==> config.mk <==
export PLATFORM = sky130hd
export DESIGN_NAME = seg7_pair_encoder
export DESIGN_NICKNAME = d
export VERILOG_FILES = /design/src/rtl/seg7_pkg.sv /design/src/rtl/seg7_digit_enc.sv /design/src/rtl/seg7_pair_encoder.sv
export SDC_FILE = /design/constraint.sdc
export NUM_CORES = 1
export LEC_CHECK = 0
export ABC_AREA = 0
export CORE_MARGIN = 1.5
export CORE_UTILIZATION = 57
export DETAILED_ROUTE_END_ITERATION = 16
export HOLD_SLACK_MARGIN = 0.02
export PLACE_DENSITY = 0.9
export REMOVE_ABC_BUFFERS = 1
export SYNTH_ARGS = -nofsm -noshare
export SYNTH_HDL_FRONTEND = slang
export SYNTH_SLANG_ARGS = --single-unit
==> constraint.sdc <==
create_clock -name clk -period 4.5 [get_ports clk]
set_input_delay 1.35 -clock clk [delete_from_list [all_inputs] [get_ports clk]]
set_output_delay 1.35 -clock clk [all_outputs]
set_load 0.03 [all_outputs]
==> src/rtl/seg7_pkg.sv <==
// Shared types and constants for the seven-segment readback decoder.
// Segment order is {a,b,c,d,e,f,g} with a at the MSB; all patterns are active-low.
package seg7_pkg;

    localparam int unsigned SEG_W     = 7;
    localparam int unsigned BUS_W     = 2 * SEG_W;
    localparam int unsigned DIG_W     = 4;
    localparam int unsigned VAL_W     = 6;
    localparam int unsigned SUM_W     = 7;
    localparam int unsigned ERR_CNT_W = 8;

    localparam logic [SEG_W-1:0] SEG_BLANK = 7'b1111111;

    localparam logic [SEG_W-1:0] SEG_DIGIT [0:9] = '{
        7'b0000001,  // 0
        7'b1001111,  // 1
        7'b0010010,  // 2
        7'b0000110,  // 3
        7'b1001100,  // 4
        7'b0100100,  // 5
        7'b0100000,  // 6
        7'b0001111,  // 7
        7'b0000000,  // 8
        7'b0001100   // 9
    };

    typedef enum logic [1:0] {
        WAIT,
        PRESENT,
        DONE
    } state_t;

    // Decoded result carried from the combinational decode into the output registers.
    typedef struct packed {
        logic [VAL_W-1:0] value;
        logic             err;
    } seg7_result_t;

endpackage

==> src/rtl/seg7_digit_enc.sv <==
// Combinational inverse of one seven-segment digit: pattern -> digit 0..9.
module seg7_digit_enc
    import seg7_pkg::*;
(
    input  logic [SEG_W-1:0] pat,
    output logic [DIG_W-1:0] digit,
    output logic             is_digit,
    output logic             is_blank
);

    // Table lookup against the canonical glyphs; unknown patterns report no digit.
    always_comb begin
        digit    = '0;
        is_digit = 1'b0;
        is_blank = (pat == SEG_BLANK);
        for (int i = 0; i < 10; i++) begin
            if (pat == SEG_DIGIT[i]) begin
                digit    = DIG_W'(i);
                is_digit = 1'b1;
            end
        end
    end

endmodule

==> src/rtl/seg7_pair_encoder.sv <==
// Two-digit seven-segment readback: waits for a stable bus, decodes it to 0..63
// and presents the result once per distinct pattern on a valid/ready handshake.
// Optional saturating error counter enabled with `define SEG7_ERR_COUNT_EN.
module seg7_pair_encoder
    import seg7_pkg::*;
#(
    parameter int unsigned STABLE_CYCLES = 4
) (
    input  logic             clk,
    input  logic             rst_n,
    input  logic [BUS_W-1:0] seg_in,
    input  logic             out_ready,
    output logic             out_valid,
    output logic [VAL_W-1:0] value,
    output logic             err
`ifdef SEG7_ERR_COUNT_EN
    ,
    output logic [ERR_CNT_W-1:0] err_count
`endif
);

    localparam int unsigned STAB_W = $clog2(STABLE_CYCLES + 1);

    logic [BUS_W-1:0]  seg_q;
    logic [BUS_W-1:0]  cap_pat;
    logic [BUS_W-1:0]  cap_pat_d;
    logic [STAB_W-1:0] stab_cnt;
    state_t            state_q;
    state_t            state_d;
    logic              out_valid_d;
    logic [VAL_W-1:0]  value_d;
    logic              err_d;
    logic              stable;

    logic [DIG_W-1:0]  tens_digit;
    logic              tens_is_digit;
    logic              tens_is_blank;
    logic [DIG_W-1:0]  ones_digit;
    logic              ones_is_digit;
    logic              ones_is_blank;
    logic [DIG_W-1:0]  tens_val;
    logic              tens_ok;
    logic              ones_ok;
    logic [SUM_W-1:0]  sum;
    seg7_result_t      dec;

    seg7_digit_enc u_tens (
        .pat      (seg_q[BUS_W-1:SEG_W]),
        .digit    (tens_digit),
        .is_digit (tens_is_digit),
        .is_blank (tens_is_blank)
    );

    seg7_digit_enc u_ones (
        .pat      (seg_q[SEG_W-1:0]),
        .digit    (ones_digit),
        .is_digit (ones_is_digit),
        .is_blank (ones_is_blank)
    );

    // Input sampling and stability counter; any change on the bus restarts the count.
    always_ff @(posedge clk) begin
        if (!rst_n) begin
            seg_q    <= '1;
            stab_cnt <= '0;
        end else begin
            seg_q <= seg_in;
            if (seg_in != seg_q) begin
                stab_cnt <= '0;
            end else if (stab_cnt != STAB_W'(STABLE_CYCLES)) begin
                stab_cnt <= stab_cnt + STAB_W'(1);
            end
        end
    end

    // Field legality, range check and binary value of the sampled pattern.
    always_comb begin
        tens_ok   = tens_is_blank ||
                    (tens_is_digit && (tens_digit >= DIG_W'(1)) && (tens_digit <= DIG_W'(6)));
        ones_ok   = ones_is_digit && !ones_is_blank;
        tens_val  = tens_is_blank ? '0 : tens_digit;
        sum       = SUM_W'(SUM_W'(tens_val) * SUM_W'(10) + SUM_W'(ones_digit));
        dec.err   = !tens_ok || !ones_ok || (sum > SUM_W'(63)) || (seg_q == '1);
        dec.value = dec.err ? '0 : sum[VAL_W-1:0];
    end

    // A counter already past the threshold (bus settled while busy) also qualifies.
    assign stable = (seg_in == seg_q) && (stab_cnt >= STAB_W'(STABLE_CYCLES - 1));

    // Next state and next output values.
    always_comb begin
        state_d     = state_q;
        out_valid_d = out_valid;
        value_d     = value;
        err_d       = err;
        cap_pat_d   = cap_pat;
        unique case (state_q)
            WAIT: begin
                if (stable) begin
                    cap_pat_d   = seg_q;
                    value_d     = dec.value;
                    err_d       = dec.err;
                    out_valid_d = 1'b1;
                    state_d     = PRESENT;
                end
            end
            PRESENT: begin
                if (out_ready) begin
                    out_valid_d = 1'b0;
                    state_d     = DONE;
                end
            end
            DONE: begin
                if (seg_in != cap_pat) begin
                    state_d = WAIT;
                end
            end
            default: begin
                state_d = WAIT;
            end
        endcase
    end

    // State and output registers.
    always_ff @(posedge clk) begin
        if (!rst_n) begin
            state_q   <= WAIT;
            out_valid <= 1'b0;
            value     <= '0;
            err       <= 1'b0;
            cap_pat   <= '1;
        end else begin
            state_q   <= state_d;
            out_valid <= out_valid_d;
            value     <= value_d;
            err       <= err_d;
            cap_pat   <= cap_pat_d;
        end
    end

`ifdef SEG7_ERR_COUNT_EN
    // Count accepted error results, saturating at full scale.
    always_ff @(posedge clk) begin
        if (!rst_n) begin
            err_count <= '0;
        end else if ((state_q == PRESENT) && out_ready && err && (err_count != '1)) begin
            err_count <= err_count + ERR_CNT_W'(1);
        end
    end
`endif

endmodule

[After elaboration in Yosys (flattened, before gate mapping)]
Index checks and enable logic that the tools add are counted.
Widths: inputs -> output; s select.
Word-level totals
  register bits: 41
  output and inout port bits: 8
  word-level logic and storage cells: 111
  bits of input ports: 17
Operators by class
  multiply operators: 1
  $add $sub $neg: 2
  magnitude comparators: 4
  equal/unequal tests: 30
  reductions and logical operators: 19
  multiplexer cells: 47
  bitwise logic cells: 1
Operators by type and width (count)
  $eq 7x7->1 const B: 6
  $eq 7x4->1 const B: 4
  $eq 7x6->1 const B: 4
  $ne 14x14->1: 2
  $mux 1: 24
  $mux 3: 8
  $mux 4: 5
  $eq 14x14->1: 1
  $eq 14x14->1 const B: 1
  $eq 7x1->1 const B: 2
  $eq 7x3->1 const B: 2
  $eq 7x5->1 const B: 2
  $logic_not 7->1: 2
  $mux 2: 7
  $add 7x4->7: 1
  $gt 7x6->1 const B: 1
  $mul 4x3->6 const B: 1
  $mux 6: 1
  $ne 2x2->1 const B: 3
  $pmux 2 s3: 1
  $reduce_and 3->1: 2
  $ge 4x1->1 const B: 1
  $le 4x3->1 const B: 1
  $logic_and 1x1->1: 4
  13 further kinds: 18

[Depth between registers and ports, before layout]
Gate-level depths: netlist of the first run.
  depth after elaboration: 19
  mapped depth: 14
  depth with buffers taken out: 13

[By module]
Synthesis of the first run repeated with hierarchy kept, for this count alone.
Unflattened totals
  cells, all modules: 297
  area total of the unflattened synthesis: 2601.2 µm²
By module, submodules not included
  seg7_pair_encoder: area an instance 2118.3 µm², instances 1, cells each 219
  seg7_digit_enc: area an instance 241.5 µm², instances 2, cells each 39

[Worst setup path before layout of the first run]
Ideal clock, no wire load.
  path type: register to register
  from: register seg_q[11]
  to: register value[0]
  setup slack: 1.104 ns
  cell stages (with the launch flop): 13
  arrival: 3.303 ns
  data required time: 4.407 ns
  clock period less this slack: 3.396 ns
  cell sequence: dfxtp_1 -> buf_2 -> nor4_1 -> and4b_1 -> nand3b_1 -> ha_1 -> ha_1 -> inv_1 -> fa_1 -> or4b_1 -> xnor3_1 -> o41ai_2 -> o32ai_1
On the way
  word-level cells in the longest chain between the ends: 19
  elaborated cells on any way between the ends: 48
  classes of those cells: 1 x add/sub; 1 x mul; 3 x order compare; 12 x eq/ne; 21 x mux; 10 x reduce/logical
RTL lines
  start: declaration: line seg7_pair_encoder.sv:24  | logic [BUS_W-1:0] seg_q;
  start signal: assignment: line seg7_pair_encoder.sv:67  | seg_q <= seg_in;
  parallel branches: the longest is 19 deep, another holds $mul 4x3->6
  end signal: assignment: line seg7_pair_encoder.sv:135  | value <= value_d;
  end: declaration: line seg7_pair_encoder.sv:14  | output logic [VAL_W-1:0] value,
Several ways; the timed one is not identified.
A chain may end at the register's enable or synchronous reset.

[Worst setup path in the final report of the first run]
  from: register seg_q[8]
  to: register value[0]
Same word-level chain as after synthesis.

==> metrics.yaml, run 1 <==
worstPathArrival_ns: 4.01
skew_ns: 0.00880
p_leak_nw: 0.972
fin_nets: 321
clock_path_buffers: 2
cts_root_buffer: "clkbuf_8"
crit_fanout: 15
clk-insertion-delay-late_ns: 0.30
yosysTopAreaCell: "dfxtp_1"
hpwl_mm: 3.77
vias_per_cell: 5.79
cts_inserted_buffers: 5
gr-total-overflow: 0
ios: 25
dieArea_mm2: 0.00482
worst_pin_slew_ns: 0.601
vias: 1991
nFillCells: 322
ys_seq_area_share_pct: 32.6
power_density_mw_per_mm2: 250
grt_pass1_wl_mm: 8.80
crit_required_ns: 4.70
yosysMostFrequentCell: "dfxtp_1"
ys_warn_count: 0
max_stage_delay_ns: 0.66
hold_path_class: "reg -> reg"
netlist_top_cells_area: "dfxtp_1 33%, xnor2_1 8.7%, mux2i_1 6.0%, nand2_1 5.4%, ha_1 4.5%"
drtAntennaViolNets: 0
tritoncts: "done"
cts_resized: 0
io_buffers: 24
drt-total-wl_mm: 5.01
syn_inst: 280
synthArstFlopShare_pct: 0
cts_sinks: 41
firstDrtPassIters: 4
initial_utilization_pct: 61.1
critPathBufInv: 1
synthToLayoutAreaGrowth_pct: 12.2
netlist_area_mm2: 0.00252
cts_hold_buf: 0
syn_avg_cell_area_um2: 8.99
setup-violations-final: 0
die_w_um: 69.4
path_delay_family: "simple AND/OR/NAND/NOR gates"
maxSlewViolCount: 0
yosysTopAreaCellShare_pct: 32.6
endpoint_kind: "flip-flop"
min_period_ns: 3.80
fmax_mhz: 263
status: "finished, final reports clean"
grt_pass1_vias: 1909
path_cells: "nand3_1, or3_1, nand3b_1, ha_1, ha_1, inv_1, fa_1, or4b_1, xnor3_1, o41ai_2, o32ai_1"
die_h_um: 69.4
yosys_register_bits: 41
drv_cap: 0
grt_max_degree: 33
synth_edf_count: 0
drive_above_1_share_pct: 5.44
drt-initial-drc-count: 123
cp_common_cell: "ha_1"
slew_headroom_pct: 59.5
crit_type: "reg -> reg"
rsz0062_at_grt: "false"
cpMaxStageDelayCell: "dfxtp_1"
drc: 0
core-area_mm2: 0.00412
ys_top_cells_by_count: "41 x dfxtp_1, 36 x nand2_1, 25 x xnor2_1, 15 x mux2i_1, 14 x nand2b_1"
ir_worst_vdd_v: 0.000255
hold_violations: 0
synth_flop_cell: "dfxtp_1"
gp_congestion: 0.889
grt_usage_pct: 22.5
synth_cell_type_count: 51
hold_slack_ns: 0.477
rows: 23
antenna_found_initial: 0
htree_levels: 2
fin_crit_sh_pct: 84.6
clkTransAtPathRegs_ns: 0.09
critPathLaunchType: "flip-flop"
antenna_cells: 0
cts_setup_buffers: 0
post_drt_wl_per_cell_um: 14.6
tns_ns: 0
-- report_power, final --
part	internal, mW	switching [mW]	total [mW]
clock network	0.109	0.132	0.242
logic	0.0399	0.0345	0.0743
registers	0.369	0.0204	0.390
total	0.518	0.187	0.705
-- cell families after synthesis --
kind of cell    synth area share, %
fa+ha+maj                      6.07
mux                            6.41
buf+inv                        5.07
compound gates                 10.5
flops                          32.6
simple gates                   25.5
xor+xnor                       13.8
-- metrics by stage --
stage / instances / util [%] / power (mW) / setup WS (ns) / cell area [um^2]
2_1_floorplan: 259 / - / 0.434 / 0.995 / 2410
4_1_cts: 344 / 68.6 / 0.708 / 0.693 / 2820
3_3_place_gp: 336 / 66.5 / 0.469 / 0.866 / 2740
3_5_place_dp: 336 / 66.5 / 0.471 / 0.733 / 2740
6_report: 344 / 68.6 / 0.705 / 0.695 / 2820
5_1_grt: 344 / 68.6 / 0.734 / 0.408 / 2820
-- sequential cells by signal (all words and copies together), names as in the netlist --
register,count
cap_pat,14
out_valid,1
value,6
seg_q,14
state_q,2
err,1
stab_cnt,3
-- worst reg2reg max path, cell delays in order (launching register included) --
cell and delay (ns):
dfxtp_1 0.66, nand3_1 0.22, or3_1 0.40, nand3b_1 0.19, ha_1 0.27, ha_1 0.19
inv_1 0.06, fa_1 0.43, or4b_1 0.55, xnor3_1 0.27, o41ai_2 0.15, o32ai_1 0.31
-- layer usage --
layer / global-route usage (%) / vias to the layer above / wire length (um)
li1: - / 1012 / -
met5: 0 / - / 0
met3: 4.80 / 5 / 181
met2: 35.8 / 44 / 2350
met1: 30.2 / 930 / 2420
met4: 7.84 / 0 / 64
-- worst paths after layout --
kind | start | end | cells after the start | slack (ns)
hold reg to reg | value[2]$_SDFFE_PN0P_ | value[2]$_SDFFE_PN0P_ | 2 | 0.48
hold / removal | value[2]$_SDFFE_PN0P_ | value[2]$_SDFFE_PN0P_ | 2 | 0.48
setup reg to reg | seg_q[8]$_SDFF_PN1_ | value[0]$_SDFFE_PN0P_ | 11 | 0.70
setup / recovery | seg_q[8]$_SDFF_PN1_ | value[0]$_SDFFE_PN0P_ | 11 | 0.70
-- final cells by class --
| type | count | area [um^2] | area share [%] |
|---|---|---|---|
| Timing Repair Buffer | 27 | 263 | 9.30 |
| Multi-Input combinational cell | 212 | 1570 | 55.5 |
| Tap cell | 50 | 62.6 | 2.22 |
| Sequential cell | 41 | 821 | 29.1 |
| Clock inverter | 2 | 15.0 | 0.532 |
| Inverter | 6 | 22.5 | 0.798 |
| Clock buffer | 6 | 72.6 | 2.57 |
-- layout by cell type, fill, tap and decap left out, types with 3 or more instances in the layout --
cell,n
nand3b_1,4
xnor2_1,25
nand4b_1,3
dfxtp_1,41
nor2_1,8
nor3_1,3
nand4_1,5
nor2b_1,4
o21ai_0,5
o32ai_1,7
xor2_1,12
mux2i_1,15
nand3_1,9
nor3b_1,4
nand2b_1,14
nand2_1,36
and4b_1,3
ha_1,9
inv_1,6
clkbuf_8,5
clkdlybuf4s50_1,24
nor4_1,7
a21oi_1,7
buf_4,3
No activity file was read; power rests on OpenSTA's default activity.
==> inputs of run 2 (changes only) <==
==> constraint.sdc (replaced) <==
create_clock -name clk -period 3.65 [get_ports clk]
set_input_delay 1.095 -clock clk [delete_from_list [all_inputs] [get_ports clk]]
set_output_delay 1.095 -clock clk [all_outputs]
set_load 0.03 [all_outputs]
==> metrics.yaml, run 2 (same netlist as run 1, synthesis figures left out) <==
cts_sinks: 41
core-area_mm2: 0.00412
dieArea_mm2: 0.00482
gr-total-overflow: 0
maxSlewViolCount: 0
layout_common_cells: "36 x nand2_1, 36 x dfxtp_1, 25 x xnor2_1, 24 x clkdlybuf4s50_1, 15 x mux2i_1"
die_h_um: 69.4
grt_pass1_vias: 2012
hold_path_class: "reg -> reg"
grt_usage_pct: 23.4
cts_root_buffer: "clkbuf_8"
power_density_mw_per_mm2: 300
cts_hold_buf: 0
p_leak_nw: 1.04
synthToLayoutAreaGrowth_pct: 17.9
fin_nets: 332
clkTransAtPathRegs_ns: 0.08
crit_type: "reg -> reg"
rows: 23
regArea_um2: 827
cts_inserted_buffers: 5
drt-initial-drc-count: 160
htree_levels: 2
io_buffers: 24
worstPathArrival_ns: 3.76
multiInputGateArea_mm2: 0.00161
vias: 2086
die_w_um: 69.4
critPathLaunchType: "flip-flop"
drv_cap: 0
nFillCells: 292
ios: 25
path_cells: "buf_4, nor4_2, nand3b_1, o21ai_0, a21oi_1, nor2b_1, ha_1, ha_1, inv_1, fa_1, or4b_1, xnor3_2, o41ai_4, o32ai_1"
largest_registers: "cap_pat (14), seg_q (14), value (6)"
clock_path_buffers: 2
drc: 0
drt-total-wl_mm: 5.72
tns_ns: 0
tritoncts: "done"
post-place-ws_ns: 0.0459
min_period_ns: 3.54
hold_slack_ns: 0.478
ir_worst_vdd_v: 0.000258
cp_common_cell: "ha_1"
postLayoutCoreUtil_pct: 72.1
antenna_found_initial: 0
post_drt_wl_per_cell_um: 16.2
max_stage_delay_ns: 0.54
r2r_slack_ns: 0.11
grt_pass1_wl_mm: 9.17
fin_crit_sh_pct: 97.1
worst_pin_slew_ns: 0.567
slew_headroom_pct: 62.1
status: "finished, final reports clean"
endpoint_kind: "flip-flop"
fmax_mhz: 282
crit_fanout: 7
clk-insertion-delay-late_ns: 0.30
drtAntennaViolNets: 0
gp_congestion: 0.935
fin_cells: 354
initial_utilization_pct: 61.1
crit_required_ns: 3.86
post-place-cells: 344
setup-violations-final: 0
cpMaxStageDelayCell: "or4b_1"
hold_violations: 0
setup_ws_ns: 0.106
firstDrtPassIters: 4
antenna_cells: 0
vias_per_cell: 5.89
grt_max_degree: 33
drive_above_1_share_pct: 11.8
hpwl_mm: 4.04
skew_ns: 0.0127
[run 2: cell count changes in the layout (fill, tap and decap cells not counted), sizes merged]
cell      change
clkbuf        +1
buf          +11
clkinvlp      -2
[run 2: final cells by class]
type | count | share of cell area (%)
multi-input combinational | 212 | 54.3
sequential | 41 | 27.9
timing repair buffer | 38 | 12.1
clock buffer | 7 | 2.91
tap | 50 | 2.11
inverter | 6 | 0.759
[run 2: stage by stage]
step                instance area, um^2  power [mW]
detailed placement                 2810       0.591
global placement                   2810       0.587
global route                       2970       0.923
finish                             2970       0.889
CTS                                2900       0.887
floorplan                          2410       0.535
[run 2: critical path, delay by kind of cell (launching register included)]
family / cells / cell delay [ns]
AND/OR/NAND/NOR: 4 / 1.22
AO/OA/AOI/OAI: 4 / 0.59
buffers and inverters: 2 / 0.21
flip-flops: 1 / 0.36
adder cells (fa/ha/maj): 3 / 0.78
XOR/XNOR: 1 / 0.28
[run 2: path summary, 6_finish.rpt]
kind | startpoint | end | depth (start not counted)
worst max register to register | seg_q[7]$_SDFF_PN1_ | value[2]$_SDFFE_PN0P_ | 14
worst min register to register | value[0]$_SDFFE_PN0P_ | value[0]$_SDFFE_PN0P_ | 2
worst max-delay path | seg_q[7]$_SDFF_PN1_ | value[2]$_SDFFE_PN0P_ | 14
worst min-delay path | value[0]$_SDFFE_PN0P_ | value[0]$_SDFFE_PN0P_ | 2
[run 2: where the power goes]
group          switching [mW]  internal (mW)
clock                   0.152          0.150
sequential             0.0199          0.456
combinational          0.0551         0.0567
total                   0.227          0.663
[run 2: routing by layer]
layer | vias up | global-route usage (%) | part of all wire (%)
li1 | 1037 | - | -
met5 | - | 0 | 0
met4 | 0 | 6.97 | 1.5
met1 | 978 | 29.3 | 43
met3 | 10 | 4.51 | 5.2
met2 | 61 | 40.8 | 51
[run 2: timing repair]
item                                    CTS  global route
endpoints found under the setup margin    0             6
resized for setup                         0            12
setup buffers                             0             3
